--- config.mk ---
export PLATFORM = sky130hd
export DESIGN_NAME = ex_hazard_ctrl
export DESIGN_NICKNAME = d
export VERILOG_FILES = /design/src/rtl/ex_hazard_pkg.sv /design/src/rtl/load_use_detect.sv /design/src/rtl/ex_hazard_ctrl.sv
export SDC_FILE = /design/constraint.sdc
export NUM_CORES = 1
export LEC_CHECK = 0
export CAP_MARGIN = 5
export CORE_MARGIN = 2
export CORE_UTILIZATION = 35
export DETAILED_ROUTE_END_ITERATION = 7
export PLACE_DENSITY = 0.77
export RECOVER_POWER = 25
export SYNTH_ARGS = -nofsm -noshare
export SYNTH_HDL_FRONTEND = slang
export SYNTH_SLANG_ARGS = --single-unit
--- constraint.sdc ---
create_clock -name clk -period 2.49 [get_ports clk]
set_input_delay 0.498 -clock clk [delete_from_list [all_inputs] [get_ports clk]]
set_output_delay 0.498 -clock clk [all_outputs]
set_load 0.1 [all_outputs]
--- src/rtl/ex_hazard_pkg.sv ---
// ============================================================================
// Module   : ex_hazard_pkg
// Purpose  : Shared FSM state, hazard-cause encoding and constants used by
//            the EX-stage pipeline sequencer.
// Revision : 1.0 - initial release
// ============================================================================
`default_nettype none

package ex_hazard_pkg;

    typedef enum logic [1:0] {
        IDLE = 2'd0,
        BUSY = 2'd1,
        DONE = 2'd2
    } state_e;

    // Listed in decreasing priority; only one cause drives the outputs per cycle.
    typedef enum logic [1:0] {
        NONE    = 2'd0,
        BRANCH  = 2'd1,
        MULDIV  = 2'd2,
        LOADUSE = 2'd3
    } cause_e;

    localparam int REG_ZERO = 0;

endpackage

`default_nettype wire

--- src/rtl/load_use_detect.sv ---
// ============================================================================
// Module   : load_use_detect
// Purpose  : Combinational load-use compare of the ID/EX load destination
//            against the IF/ID source registers. Register 0 never matches.
// Revision : 1.0 - initial release
// ============================================================================
`default_nettype none

module load_use_detect
    import ex_hazard_pkg::*;
#(
    parameter int REG_ADDR_W = 5
) (
    input  logic                  i_idex_memread,
    input  logic [REG_ADDR_W-1:0] i_idex_rt,
    input  logic [REG_ADDR_W-1:0] i_ifid_rs,
    input  logic [REG_ADDR_W-1:0] i_ifid_rt,
    input  logic                  i_ifid_uses_rt,
    output logic                  o_hazard
);

    logic w_rt_nonzero;
    logic w_rs_match;
    logic w_rt_match;

    assign w_rt_nonzero = (i_idex_rt != REG_ADDR_W'(REG_ZERO));
    assign w_rs_match   = (i_idex_rt == i_ifid_rs);
    assign w_rt_match   = i_ifid_uses_rt & (i_idex_rt == i_ifid_rt);
    assign o_hazard     = i_idex_memread & w_rt_nonzero & (w_rs_match | w_rt_match);

endmodule

`default_nettype wire

--- src/rtl/ex_hazard_ctrl.sv ---
// ============================================================================
// Module   : ex_hazard_ctrl
// Purpose  : MIPS EX-stage sequencer: load-use stalls, taken-branch flushes
//            and multi-cycle mult/div front-end freeze.
//            Optional macro EX_HAZARD_PERF_EN adds 32-bit perf counters.
// Revision : 1.0 - initial release
// ============================================================================
`default_nettype none

module ex_hazard_ctrl
    import ex_hazard_pkg::*;
#(
    parameter int MULDIV_CYCLES = 32,
    parameter int REG_ADDR_W    = 5,
    parameter int CNT_W         = 8
) (
    input  logic                  clk,
    input  logic                  rst,
    input  logic                  idex_memread,
    input  logic [REG_ADDR_W-1:0] idex_rt,
    input  logic [REG_ADDR_W-1:0] ifid_rs,
    input  logic [REG_ADDR_W-1:0] ifid_rt,
    input  logic                  ifid_uses_rt,
    input  logic                  idex_muldiv,
    input  logic                  exmem_branch,
    input  logic                  exmem_zero,
    output logic                  pc_write,
    output logic                  ifid_write,
    output logic                  ifid_flush,
    output logic                  idex_write,
    output logic                  idex_bubble,
    output logic                  exmem_bubble,
    output logic                  pc_src_branch,
    output logic                  muldiv_busy,
    output logic                  muldiv_done
`ifdef EX_HAZARD_PERF_EN
    ,
    output logic [31:0]           stall_cycles,
    output logic [31:0]           flush_count,
    output logic [31:0]           muldiv_count
`endif
);

    state_e           r_state_q, w_state_d;
    logic [CNT_W-1:0] r_cnt_q,   w_cnt_d;
    cause_e           w_cause;
    logic             w_taken;
    logic             w_load_use;

    load_use_detect #(
        .REG_ADDR_W (REG_ADDR_W)
    ) u_load_use_detect (
        .i_idex_memread (idex_memread),
        .i_idex_rt      (idex_rt),
        .i_ifid_rs      (ifid_rs),
        .i_ifid_rt      (ifid_rt),
        .i_ifid_uses_rt (ifid_uses_rt),
        .o_hazard       (w_load_use)
    );

    assign w_taken = exmem_branch & exmem_zero;

    always_comb begin
        w_state_d   = r_state_q;
        w_cnt_d     = r_cnt_q;
        w_cause     = NONE;
        muldiv_done = 1'b0;
        if (!rst) begin
            case (r_state_q)
                IDLE: begin
                    if (w_taken) begin
                        w_cause = BRANCH;
                    end else if (idex_muldiv) begin
                        // Start cycle plus BUSY cycles add up to MULDIV_CYCLES-1 frozen cycles.
                        w_cause   = MULDIV;
                        w_cnt_d   = CNT_W'(MULDIV_CYCLES - 2);
                        w_state_d = (MULDIV_CYCLES == 2) ? DONE : BUSY;
                    end else if (w_load_use) begin
                        w_cause = LOADUSE;
                    end
                end
                BUSY: begin
                    w_cause = MULDIV;
                    w_cnt_d = r_cnt_q - CNT_W'(1);
                    if (r_cnt_q <= CNT_W'(1)) begin
                        w_state_d = DONE;
                    end
                end
                DONE: begin
                    muldiv_done = 1'b1;
                    w_state_d   = IDLE;
                    if (w_load_use) begin
                        w_cause = LOADUSE;
                    end
                end
                default: begin
                    w_state_d = IDLE;
                end
            endcase
        end
    end

    always_comb begin
        pc_write      = 1'b1;
        ifid_write    = 1'b1;
        ifid_flush    = 1'b0;
        idex_write    = 1'b1;
        idex_bubble   = 1'b0;
        exmem_bubble  = 1'b0;
        pc_src_branch = 1'b0;
        muldiv_busy   = 1'b0;
        case (w_cause)
            BRANCH: begin
                pc_src_branch = 1'b1;
                ifid_flush    = 1'b1;
                idex_bubble   = 1'b1;
                exmem_bubble  = 1'b1;
            end
            MULDIV: begin
                pc_write     = 1'b0;
                ifid_write   = 1'b0;
                idex_write   = 1'b0;
                exmem_bubble = 1'b1;
                muldiv_busy  = 1'b1;
            end
            LOADUSE: begin
                pc_write    = 1'b0;
                ifid_write  = 1'b0;
                idex_bubble = 1'b1;
            end
            default: begin
            end
        endcase
    end

    always_ff @(posedge clk) begin
        if (rst) begin
            r_state_q <= IDLE;
            r_cnt_q   <= '0;
        end else begin
            r_state_q <= w_state_d;
            r_cnt_q   <= w_cnt_d;
        end
    end

`ifdef EX_HAZARD_PERF_EN
    logic [31:0] r_stall_cycles_q, w_stall_cycles_d;
    logic [31:0] r_flush_count_q,  w_flush_count_d;
    logic [31:0] r_muldiv_count_q, w_muldiv_count_d;

    always_comb begin
        w_stall_cycles_d = r_stall_cycles_q;
        w_flush_count_d  = r_flush_count_q;
        w_muldiv_count_d = r_muldiv_count_q;
        if (!pc_write) begin
            w_stall_cycles_d = r_stall_cycles_q + 32'd1;
        end
        if (w_cause == BRANCH) begin
            w_flush_count_d = r_flush_count_q + 32'd1;
        end
        if (muldiv_done) begin
            w_muldiv_count_d = r_muldiv_count_q + 32'd1;
        end
    end

    always_ff @(posedge clk) begin
        if (rst) begin
            r_stall_cycles_q <= '0;
            r_flush_count_q  <= '0;
            r_muldiv_count_q <= '0;
        end else begin
            r_stall_cycles_q <= w_stall_cycles_d;
            r_flush_count_q  <= w_flush_count_d;
            r_muldiv_count_q <= w_muldiv_count_d;
        end
    end

    assign stall_cycles = r_stall_cycles_q;
    assign flush_count  = r_flush_count_q;
    assign muldiv_count = r_muldiv_count_q;
`endif

endmodule

`default_nettype wire
; ---- After elaboration in Yosys (flattened, before gate mapping)
; Index checks and enable logic that the tools add are counted.
[totals]
regBits = 10
[op_classes]
addsub = 1
magnitude_cmp = 1
n_eq_ne = 10
n_mux = 20
bitwise = 5
n_reduce_logical = 8
[op_table]
columns = operator, n
row1 = $mux 8, 2
row2 = $pmux 8 s2, 1
row3 = $mux 2, 7
row4 = $eq 5x5->1, 2
row5 = $le 8x1->1 const B, 1
row6 = $mux 1, 8
row7 = $sub 8x1->8 const B, 1
row8 = $eq 2x2->1 const B, 3
row9 = $ne 2x2->1 const B, 3
row10 = $pmux 2 s3, 1
row11 = $reduce_and 3->1, 2
row12 = $reduce_or 2->1, 3
row13 = $reduce_bool 5->1, 1
row14 = $and 1x1->1, 4
row15 = $eq 2x1->1 const B, 2
row16 = $pmux 2 s2, 1
row17 = $logic_not 2->1, 1
row18 = $reduce_bool 2->1, 1
row19 = $or 1x1->1, 1

; ---- Longest topological paths before layout
; Gate-level depths: netlist (run 1).
[logic_depth]
depth_word = 12
depth_mapped = 7
depth_no_buf = 7

; ---- By module
; A second synthesis (run 1) with hierarchy kept.
[hier_totals]
cells_unflattened = 93
area_unflattened_um2 = 763.2
[modules_own_cells]
columns = module, instances, cells_each, area_per_inst_um2, seq_area_each_um2
row1 = ex_hazard_ctrl, 1, 76, 630.6, 200.2
row2 = load_use_detect, 1, 17, 132.6, 0.0

; ---- Least setup slack after synthesis (run 1)
; No wires, ideal clock.
[synth_path]
path_type = input to output
startpoint = in idex_rt[0]
endpoint = out pc_write
arrival_time_ns = 5.551
required_time_ns = 1.992
setup_slack_ns = -3.559
cell_stages = 5
n_path_buf = 1
path_cell_list = or4_1 > o21ai_0 > a21oi_1 > o311ai_0 > buf_4
[synth_via]
elab_chain_cells = 12
word_cells_on_any_way = 16
classes_between = 4 x eq/ne / 6 x mux / 4 x bitwise / 2 x reduce/logical
[synth_rtl]
columns = element, line
row1 = "start, declared", ex_hazard_ctrl.sv:20  ; input logic [REG_ADDR_W-1:0] idex_rt,
row2 = $eq 5x5->1, load_use_detect.sv:28  ; assign w_rt_match = i_ifid_uses_rt & (i_idex_rt == i_ifid_rt);
row3 = $and 1x1->1, load_use_detect.sv:28
row4 = $or 1x1->1, load_use_detect.sv:29  ; assign o_hazard = i_idex_memread & w_rt_nonzero & (w_rs_match | w_rt_match);
row5 = $and 1x1->1 *, load_use_detect.sv:29
row6 = $mux 2 *, "ex_hazard_ctrl.sv:78, ex_hazard_ctrl.sv:92"
row7 = $mux 2, ex_hazard_ctrl.sv:73  ; end else if (idex_muldiv) begin
row8 = $mux 2, ex_hazard_ctrl.sv:71  ; if (w_taken) begin
row9 = $pmux 2 s3 *, ex_hazard_ctrl.sv:69  ; case (r_state_q)
row10 = $mux 2 *, ex_hazard_ctrl.sv:68  ; if (!rst) begin
row11 = $eq 2x2->1, --
row12 = $reduce_or 2->1 (no source line) *, --
row13 = $mux 1 *, --
row14 = "end, declared", ex_hazard_ctrl.sv:27  ; output logic pc_write,
; Every way passes the cells marked *; elsewhere a longest branch is shown, timed or not.

; ---- Final worst setup path (run 1)
[layout_path]
startpoint = in ifid_rt[0]
endpoint = out exmem_bubble
[layout_via]
elab_chain_cells = 12
word_cells_on_any_way = 13
classes_between = 3 x eq/ne / 6 x mux / 3 x bitwise / 1 x reduce/logical
[layout_rtl]
columns = element, line
row1 = "start, declared", ex_hazard_ctrl.sv:22  ; input logic [REG_ADDR_W-1:0] ifid_rt,
row2 = $eq 5x5->1 *, load_use_detect.sv:28
row3 = $and 1x1->1 *, load_use_detect.sv:28
row4 = $or 1x1->1 *, load_use_detect.sv:29
row5 = $and 1x1->1 *, load_use_detect.sv:29
row6 = $mux 2 *, "ex_hazard_ctrl.sv:78, ex_hazard_ctrl.sv:92"
row7 = $mux 2, ex_hazard_ctrl.sv:73
row8 = $mux 2, ex_hazard_ctrl.sv:71
row9 = $pmux 2 s3 *, ex_hazard_ctrl.sv:69
row10 = $mux 2 *, ex_hazard_ctrl.sv:68
row11 = $eq 2x2->1 / $eq 2x1->1 (equally long branches), ex_hazard_ctrl.sv:112  ; case (w_cause)
row12 = $reduce_or 2->1 (no source line) *, --
row13 = $mux 1 *, ex_hazard_ctrl.sv:112
row14 = "end, declared", ex_hazard_ctrl.sv:32  ; output logic exmem_bubble,
; Marks and branches as above.

==> flow_metrics.tcl, run 1 <==
set metrics [dict create \
    status "finished with violations" \
    violations "negative setup slack" \
    cts_buffers 3 \
    dpl_worst_slack_ns -0.6541 \
    avgSynthCellArea_um2 8.543 \
    drtAntennaViolNets 0 \
    die_width_um 50.08 \
    grt_overflow_total 0 \
    synthDistinctLibCells 34 \
    dieHeight_um 50.08 \
    fmax_mhz 364.1 \
    synth_top_area_share_pct 26.94 \
    grt_first_pass_wirelength_mm 3.801 \
    worstPathArrival_ns 2.25 \
    rsz0062_at_grt "true" \
    core_area_mm2 0.001982 \
    clock_skew_ns 0.002755 \
    synth.cell_area_um2 743.2 \
    gr-usage-all-layers_pct 19.96 \
    cts_max_path_buffers 2 \
    synth_seq_area_share_pct 26.94 \
    met3_usage_pct 4.848 \
    tightestPinTransition_ns 0.5494 \
    period_share_pct 110.3 \
    endpoint_kind "output pin" \
    powerDensity_mw_per_mm2 526.4 \
    cts_hold_buf 0 \
    setup_viol 7 \
    num-nets-final 166 \
    clock_sinks 10 \
    critPathMaxFanout 4 \
    fin_util_pct 72.35 \
    finalInstanceArea_mm2 0.001434 \
    critical_path_class "in -> out" \
    syn_nets 113 \
    h-tree-depth 1 \
    stdcell_count 165 \
    vias 853 \
    viasPerCell 5.170 \
    antenna_found_initial 0 \
    critPathRequiredTime_ns 1.99 \
    fin_ws_ns -0.2565 \
    io_buffers 30 \
    root_buffer "clkbuf_4" \
    ys_warn_count 0 \
    met2_usage_pct 33.33 \
    rows 16 \
    drive_gt1_share_pct 45.65 \
    wl_mm 2.382 \
    met1_usage_pct 23.56 \
    grt_pass1_vias 844 \
    min_path_type "reg -> reg" \
    hold_viol 0 \
    synth_cells 87 \
    min_period_ns 2.747 \
    globalplace.congestion 0.7772 \
    post-route-drc-count 0 \
    clk_latency_ns 0.26 \
    ys_ff_latch 10 \
    wire_per_inst_um 14.44 \
    dr.pass1.iters 4 \
    drv_cap 0 \
    area_growth_pct 92.93 \
    vdd_drop_max_mv 0.4547 \
    place_hpwl_mm 1.681 \
    leakagePower_nw 0.5877 \
    gr-max-usage-layer "met2" \
    diodes 0 \
    fin_tns_setup_ns -1.154 \
    cts_tree "done" \
    dp.cells 157 \
    maxSlewViolCount 0 \
    synth_top_area_cell "dfxtp_1" \
    synthTopCellsByArea "dfxtp_1, xor2_1, xnor2_1" \
    start_kind "input port" \
    start_util_pct 37.50 \
    io_pins 31 \
    max_slew_margin_pct 63.03 \
    grt_max_degree 14 \
    postPlaceCellArea_mm2 0.001330 \
    clk_pin_slew_worst_paths_ns 0.06 \
    die_area_mm2 0.002508 \
    drt_iter0_markers 24 \
]
-- where the power goes --
group / internal [W] / switching [W]
registers: 0.000184 / 0.0000302
logic: 0.000200 / 0.000234
clock network: 0.0000556 / 0.0000500
-- registers in the layout, summed over array words and instances, names as in the netlist --
| signal | flops |
|---|---|
| r_cnt_q | 8 |
| r_state_q | 2 |
-- routing by layer --
metal | up-vias | wire length, um
li1 | 415 | -
met1 | 400 | 977
met2 | 30 | 1241
met3 | 8 | 95
met4 | 0 | 68
met5 | - | 0
-- logic make-up (layout without fill, tap and decap cells) --
kind of cell | Yosys count | after routing | synth area share (%)
xor+xnor | 16 | 16 | 18.86
flops | 10 | 10 | 26.94
simple gates | 34 | 34 | 27.27
fa+ha+maj | 4 | 4 | 6.734
compound gates | 15 | 15 | 14.14
buf+inv | 7 | 58 | 4.712
mux | 1 | 1 | 1.347
-- stage by stage --
step | power (W) | hold slack [ns]
floorplan | 0.0004800 | 0.5050
global placement | 0.0006127 | 0.5109
detailed placement | 0.0006235 | 0.5263
CTS | 0.0007400 | 0.5366
global route | 0.0007928 | 0.5641
finish | 0.0007548 | 0.5382
-- placed cells by master (no fill, tap or decap), drive strengths merged --
cell,n
nand3,2
or2,1
clkdlybuf4s50,6
o2111ai,1
inv,2
mux2i,1
clkbuf,4
nor2,9
or3,1
clkinvlp,1
a221oi,1
nor3b,1
xor2,9
nor2b,2
dlygate4sd2,6
o21ai,1
a31o,1
a21boi,1
and2,1
nor4,3
a21oi,5
nor3,6
nand2b,2
buf,38
a31oi,1
dfxtp,10
ha,4
o311ai,2
clkdlybuf4s15,1
nand2,3
o211ai,1
o311a,1
or4,3
xnor2,7
-- synth_stat cells (all sizes together) --
cell / count
nor3: 6
nand3: 2
dfxtp: 10
a31o: 1
nor2b: 2
o211ai: 1
buf: 4
a31oi: 1
nand2b: 2
or2: 1
o311ai: 2
and2: 1
inv: 3
ha: 4
or3: 1
nor2: 9
or4: 3
xor2: 9
nand2: 3
mux2i: 1
nor3b: 1
o2111ai: 1
o21ai: 1
a221oi: 1
a21oi: 5
o311a: 1
nor4: 3
a21boi: 1
xnor2: 7
-- cell type report --
type	count	area (um^2)
fill	137	548.0
sequential	10	200.2
clock buffer	3	22.52
multi-input combinational	70	634.4
tap	27	33.78
timing repair buffer	52	528.0
inverter	3	15.01
-- repair_timing --
action | in CTS | in global routing
pin swaps | 16 | 5
resized for setup | 44 | 12
endpoints found under the setup margin | 8 | 7
setup buffers | 5 | 0
-- worst max-delay path: stages --
cell	delay (ns)
clkdlybuf4s50_1	0.42
xnor2_1	0.20
nand3_1	0.18
a21oi_4	0.24
a31oi_2	0.15
ha_4	0.31
clkinvlp_4	0.08
buf_12	0.17
-- worst paths after layout --
path                      from            to  slack [ns]  cells past startpoint
setup reg to reg  r_state_q[1]  r_state_q[0]        0.74                      8
hold reg to reg     r_cnt_q[7]    r_cnt_q[7]        0.54                      2
hold / removal      r_cnt_q[7]    r_cnt_q[7]        0.54                      2
setup / recovery    ifid_rt[0]  exmem_bubble       -0.26                      8
(Power assumes the default switching activity.)
==> run 2, diff against run 1 <==
- HOLD_SLACK_MARGIN: unset -> 0.1
- REMOVE_ABC_BUFFERS: unset -> 1
==> flow_metrics.tcl, run 2 (synthesized netlist as in run 1, its figures left out) <==
set metrics [dict create \
    wl_mm 2.184 \
    violations "negative setup slack" \
    post-route-drc-count 0 \
    tightestPinTransition_ns 0.4790 \
    r2r_start "r_cnt_q[5]" \
    viasPerCell 5.268 \
    gr-usage-all-layers_pct 17.91 \
    clk_latency_ns 0.26 \
    fin_tns_setup_ns -0.9814 \
    clock_sinks 10 \
    dpl_worst_slack_ns -0.7280 \
    place_hpwl_mm 1.606 \
    cts_max_path_buffers 2 \
    p_int_w 0.0004250 \
    top_register "r_cnt_q" \
    status "finished with violations" \
    final-seq-area_um2 200.2 \
    period_share_pct 109.0 \
    min_path_type "reg -> reg" \
    postPlaceCellArea_mm2 0.001211 \
    rsz0062_at_grt "true" \
    grt_overflow_total 0 \
    maxSlewViolCount 0 \
    largest_reg_flops 8 \
    vdd_drop_max_mv 0.3777 \
    dieHeight_um 50.08 \
    grt_first_pass_wirelength_mm 3.422 \
    cpMaxStageDelayCell "or4_4" \
    reg2reg_slack_ns 0.84 \
    cpPeakStageDelay_ns 0.54 \
    start_kind "input port" \
    cts_tree "done" \
    critPathMaxFanout 5 \
    diodes 0 \
    fmax_mhz 368.3 \
    clockPowerShare_pct 14.5 \
    netSwitchingFraction_pct 41.04 \
    grt_pass1_vias 789 \
    final_common_cell "buf_4" \
    grt_max_degree 14 \
    io_buffers 30 \
    rows 16 \
    endpoint_kind "output pin" \
    dr.pass1.iters 4 \
    fillerInstances 149 \
    finalInstanceArea_mm2 0.001320 \
    holdPathStages 2 \
    r2r_cells 3 \
    io_pins 31 \
    num-nets-final 158 \
    combPwrFrac_pct 55.8 \
    largestRegisters "r_cnt_q x8, r_state_q x2" \
    multi_input_area_um2 573.1 \
    critPathRequiredTime_ns 1.99 \
    p_seq_share_pct 29.7 \
    max_slew_margin_pct 68.02 \
    h-tree-depth 1 \
    clock_skew_ns 0.0008768 \
    root_buffer "clkbuf_4" \
    die_width_um 50.08 \
    hold_end "r_cnt_q[1]" \
    powerDensity_mw_per_mm2 546.2 \
    drv_cap 0 \
    critical_path_class "in -> out" \
    clk_pin_slew_worst_paths_ns 0.06 \
    hold_viol 0 \
    min-delay-start "r_cnt_q[1]" \
    drive_gt1_share_pct 38.46 \
    netSwitchingPower_w 0.0002959 \
    cts_buffers 3 \
    reg2reg_to "r_state_q[0]" \
    cts_hold_buf 0 \
    core_area_mm2 0.001982 \
    antenna_found_initial 0 \
    fin_ws_ns -0.2248 \
    drt_iter0_markers 19 \
    worstPathArrival_ns 2.22 \
    min_period_ns 2.715 \
    vias 827 \
    area_growth_pct 77.61 \
    wire_per_inst_um 13.91 \
    drtAntennaViolNets 0 \
    setup_viol 7 \
    globalplace.congestion 0.7949 \
    cp_cell_sequence "buf_8 -> or4_4 -> o21ai_4 -> a21oi_4 -> o311a_1 -> ha_4 -> inv_4 -> buf_12" \
    layout_common_cells "buf_4, dfxtp_1, xor2_1, nor2_1, buf_12" \
    start_util_pct 37.50 \
    leakagePower_nw 0.5474 \
    die_area_mm2 0.002508 \
]
run 2: cell count changes in the layout (fill, tap and decap cells not counted), sizes merged:
cell	before	now
buf	38	30
clkdlybuf4s15	1	2
clkinvlp	1	0
dlygate4sd2	6	5
inv	2	3
run 2: final cells by class:
| cell class | count | share of cell area (%) |
|---|---|---|
| inverters | 3 | 1.043 |
| repair buffers | 44 | 36.11 |
| flip-flops and latches | 10 | 15.17 |
| multi-input cells | 70 | 43.41 |
| clock buffers | 3 | 1.706 |
| well taps | 27 | 2.559 |
run 2: through the flow:
| step | power [W] | hold WS (ns) | utilization [%] | cells |
|---|---|---|---|---|
| floorplan | 0.0004430 | 0.4972 | - | 83 |
| global placement | 0.0005837 | 0.5172 | 61.11 | 149 |
| detailed placement | 0.0005903 | 0.5343 | 61.11 | 149 |
| CTS | 0.0007126 | 0.5428 | 64.71 | 156 |
| global route | 0.0007586 | 0.5796 | 66.60 | 157 |
| finish | 0.0007209 | 0.5381 | 66.60 | 157 |
run 2: how the worst max path moves through the flow:
stage                from            end  cells past startpoint
6_report       idex_rt[3]   exmem_bubble                      8
5_1_grt        idex_rt[3]   exmem_bubble                      8
3_5_place_dp   idex_rt[0]  pc_src_branch                      7
2_1_floorplan  idex_rt[0]     ifid_write                      4
3_3_place_gp   idex_rt[3]     ifid_flush                      7
4_1_cts        idex_rt[4]  pc_src_branch                      7
run 2: timing repair:
item                                    4_1_cts  5_1_grt
buffers inserted                              4        1
pin swaps                                    16        7
gates resized for setup                      55        9
endpoints found under the setup margin        8        7
run 2: critical path, delay by kind of cell:
| family | cells | cell delay (ns) |
|---|---|---|
| compound gates | 3 | 0.59 |
| simple gates | 1 | 0.54 |
| fa+ha+maj | 1 | 0.29 |
| buf+inv | 3 | 0.28 |
run 2: routing by layer:
layer	GRT usage (%)	part of all wire, %	vias up
met5	0	0	-
met4	5.556	2.4	0
met3	3.939	5.2	8
met2	28.95	49	44
met1	23.43	43	377
li1	-	-	398
run 2: power by group through the flow:
stage                     sequential [W]  combinational [W]  clock [W]
after floorplan                 0.000210           0.000233          0
after global placement          0.000214           0.000369          0
after detailed placement        0.000215           0.000375          0
after CTS                       0.000213           0.000391   0.000109
after global routing            0.000218           0.000426   0.000115
final                           0.000214           0.000402   0.000104
==> run 3, diff against run 2 <==
- PLACE_DENSITY: 0.77 -> 0.79
==> flow_metrics.tcl, run 3 (synthesized netlist as in run 1, its figures left out) <==
set metrics [dict create \
    drive_gt1_share_pct 39.69 \
    status "finished with violations" \
    clk_latency_ns 0.27 \
    drtAntennaViolNets 0 \
    diodes 0 \
    maxSlewViolCount 0 \
    post-route-drc-count 0 \
    rsz0062_at_grt "true" \
    drt_iter0_markers 19 \
    grt_pass1_vias 856 \
    area_growth_pct 82.83 \
    start_util_pct 37.50 \
    cts_buffers 3 \
    globalplace.congestion 0.8046 \
    min_path_type "reg -> reg" \
    hold_viol 0 \
    violations "negative setup slack" \
    dr.pass1.iters 4 \
    dpl_worst_slack_ns -0.7711 \
    crit_family "compound AO/OA/AOI/OAI gates" \
    max_slew_margin_pct 62.00 \
    critical_path_class "in -> out" \
    antenna_found_initial 0 \
    vias 834 \
    clock_skew_ns 0.002367 \
    cts_tree "done" \
    place_hpwl_mm 1.554 \
    rows 16 \
    setup_viol 7 \
    cp_num_buf_inv 3 \
    clk_pin_slew_worst_paths_ns 0.06 \
    largest_reg_flops 8 \
    wire_per_inst_um 14.87 \
    root_buffer "clkbuf_4" \
    fin_ws_ns -0.2562 \
    die_area_mm2 0.002508 \
    io_pins 31 \
    vdd_drop_max_mv 0.4656 \
    grt_first_pass_wirelength_mm 3.657 \
    wl_mm 2.349 \
    critPathMaxFanout 5 \
    final_common_cell "buf_4" \
    num-nets-final 159 \
    gr-usage-all-layers_pct 19.08 \
    cp_cell_sequence "buf_6 -> or4_4 -> o21ai_2 -> a21oi_4 -> o311a_1 -> ha_4 -> inv_4 -> buf_12" \
    fin_tns_setup_ns -1.128 \
    critPathRequiredTime_ns 1.99 \
    layout_common_cells "buf_4, dfxtp_1, nor2_1, buf_12, xor2_1" \
    start_kind "input port" \
    clock_sinks 10 \
    tightestPinTransition_ns 0.5692 \
    hold_ws_ns 0.5426 \
    dieHeight_um 50.08 \
    grt_max_degree 14 \
    cts_max_path_buffers 2 \
    worstPathArrival_ns 2.25 \
    io_buffers 30 \
    fillerInstances 134 \
    finalPower_w 0.0007411 \
    fmax_mhz 364.1 \
    endpoint_kind "output pin" \
    grt_overflow_total 0 \
    h-tree-depth 1 \
    min_period_ns 2.746 \
    top_register "r_cnt_q" \
    core_area_mm2 0.001982 \
    largestRegisters "r_cnt_q x8, r_state_q x2" \
    die_width_um 50.08 \
    powerDensity_mw_per_mm2 545.4 \
    cpMaxStageDelayCell "or4_4" \
    drv_cap 0 \
    cpPeakStageDelay_ns 0.53 \
    period_share_pct 110.3 \
    viasPerCell 5.278 \
    leakagePower_nw 0.5717 \
]
==> run 3: worst min-delay path: stages (launching register included) <==
cell      delay, ns
dfxtp_1        0.31
nor2_1         0.10
a221oi_1       0.08
==> run 3: power breakdown <==
group          switching, W  internal (W)
registers         0.0000310      0.000184
clock network     0.0000521     0.0000557
logic              0.000227      0.000191
total              0.000310      0.000431
==> run 3: what timing repair did <==
action                                  CTS  global route
pin swaps                                16             2
resized for setup                        49            13
endpoints found under the setup margin    8             8
hold buffers                              0             0
buffers inserted                          1             3
==> run 3: routing by layer <==
| layer | share of wire, % | GRT usage, % | vias to the layer above |
|---|---|---|---|
| li1 | - | - | 398 |
| met5 | 0 | 0 | - |
| met3 | 5.2 | 5.152 | 6 |
| met1 | 40 | 22.08 | 405 |
| met2 | 53 | 32.68 | 25 |
| met4 | 1.7 | 7.870 | 0 |
==> run 3: area by class of cell <==
class	count	area (um^2)	area share [%]
Inverter	3	13.76	1.013
Timing Repair Buffer	45	489.2	36.00
Clock buffer	3	22.52	1.657
Multi-Input combinational cell	70	599.3	44.11
Tap cell	27	33.78	2.486
Sequential cell	10	200.2	14.73
==> run 3: worst paths after layout <==
kind                      from      endpoint  slack [ns]  cells past startpoint
hold reg to reg     r_cnt_q[1]    r_cnt_q[1]        0.54                      2
setup reg to reg  r_state_q[0]  r_state_q[0]        0.75                      5
setup / recovery    idex_rt[2]  exmem_bubble       -0.26                      8
hold / removal      r_cnt_q[1]    r_cnt_q[1]        0.54                      2
==> run 3: stage by stage <==
step | util [%] | instance area (um^2) | instances
2_1_floorplan | - | 719.4 | 83
3_3_place_gp | 61.87 | 1226 | 151
3_5_place_dp | 61.87 | 1226 | 151
4_1_cts | 64.96 | 1287 | 155
5_1_grt | 68.56 | 1359 | 158
6_report | 68.56 | 1359 | 158
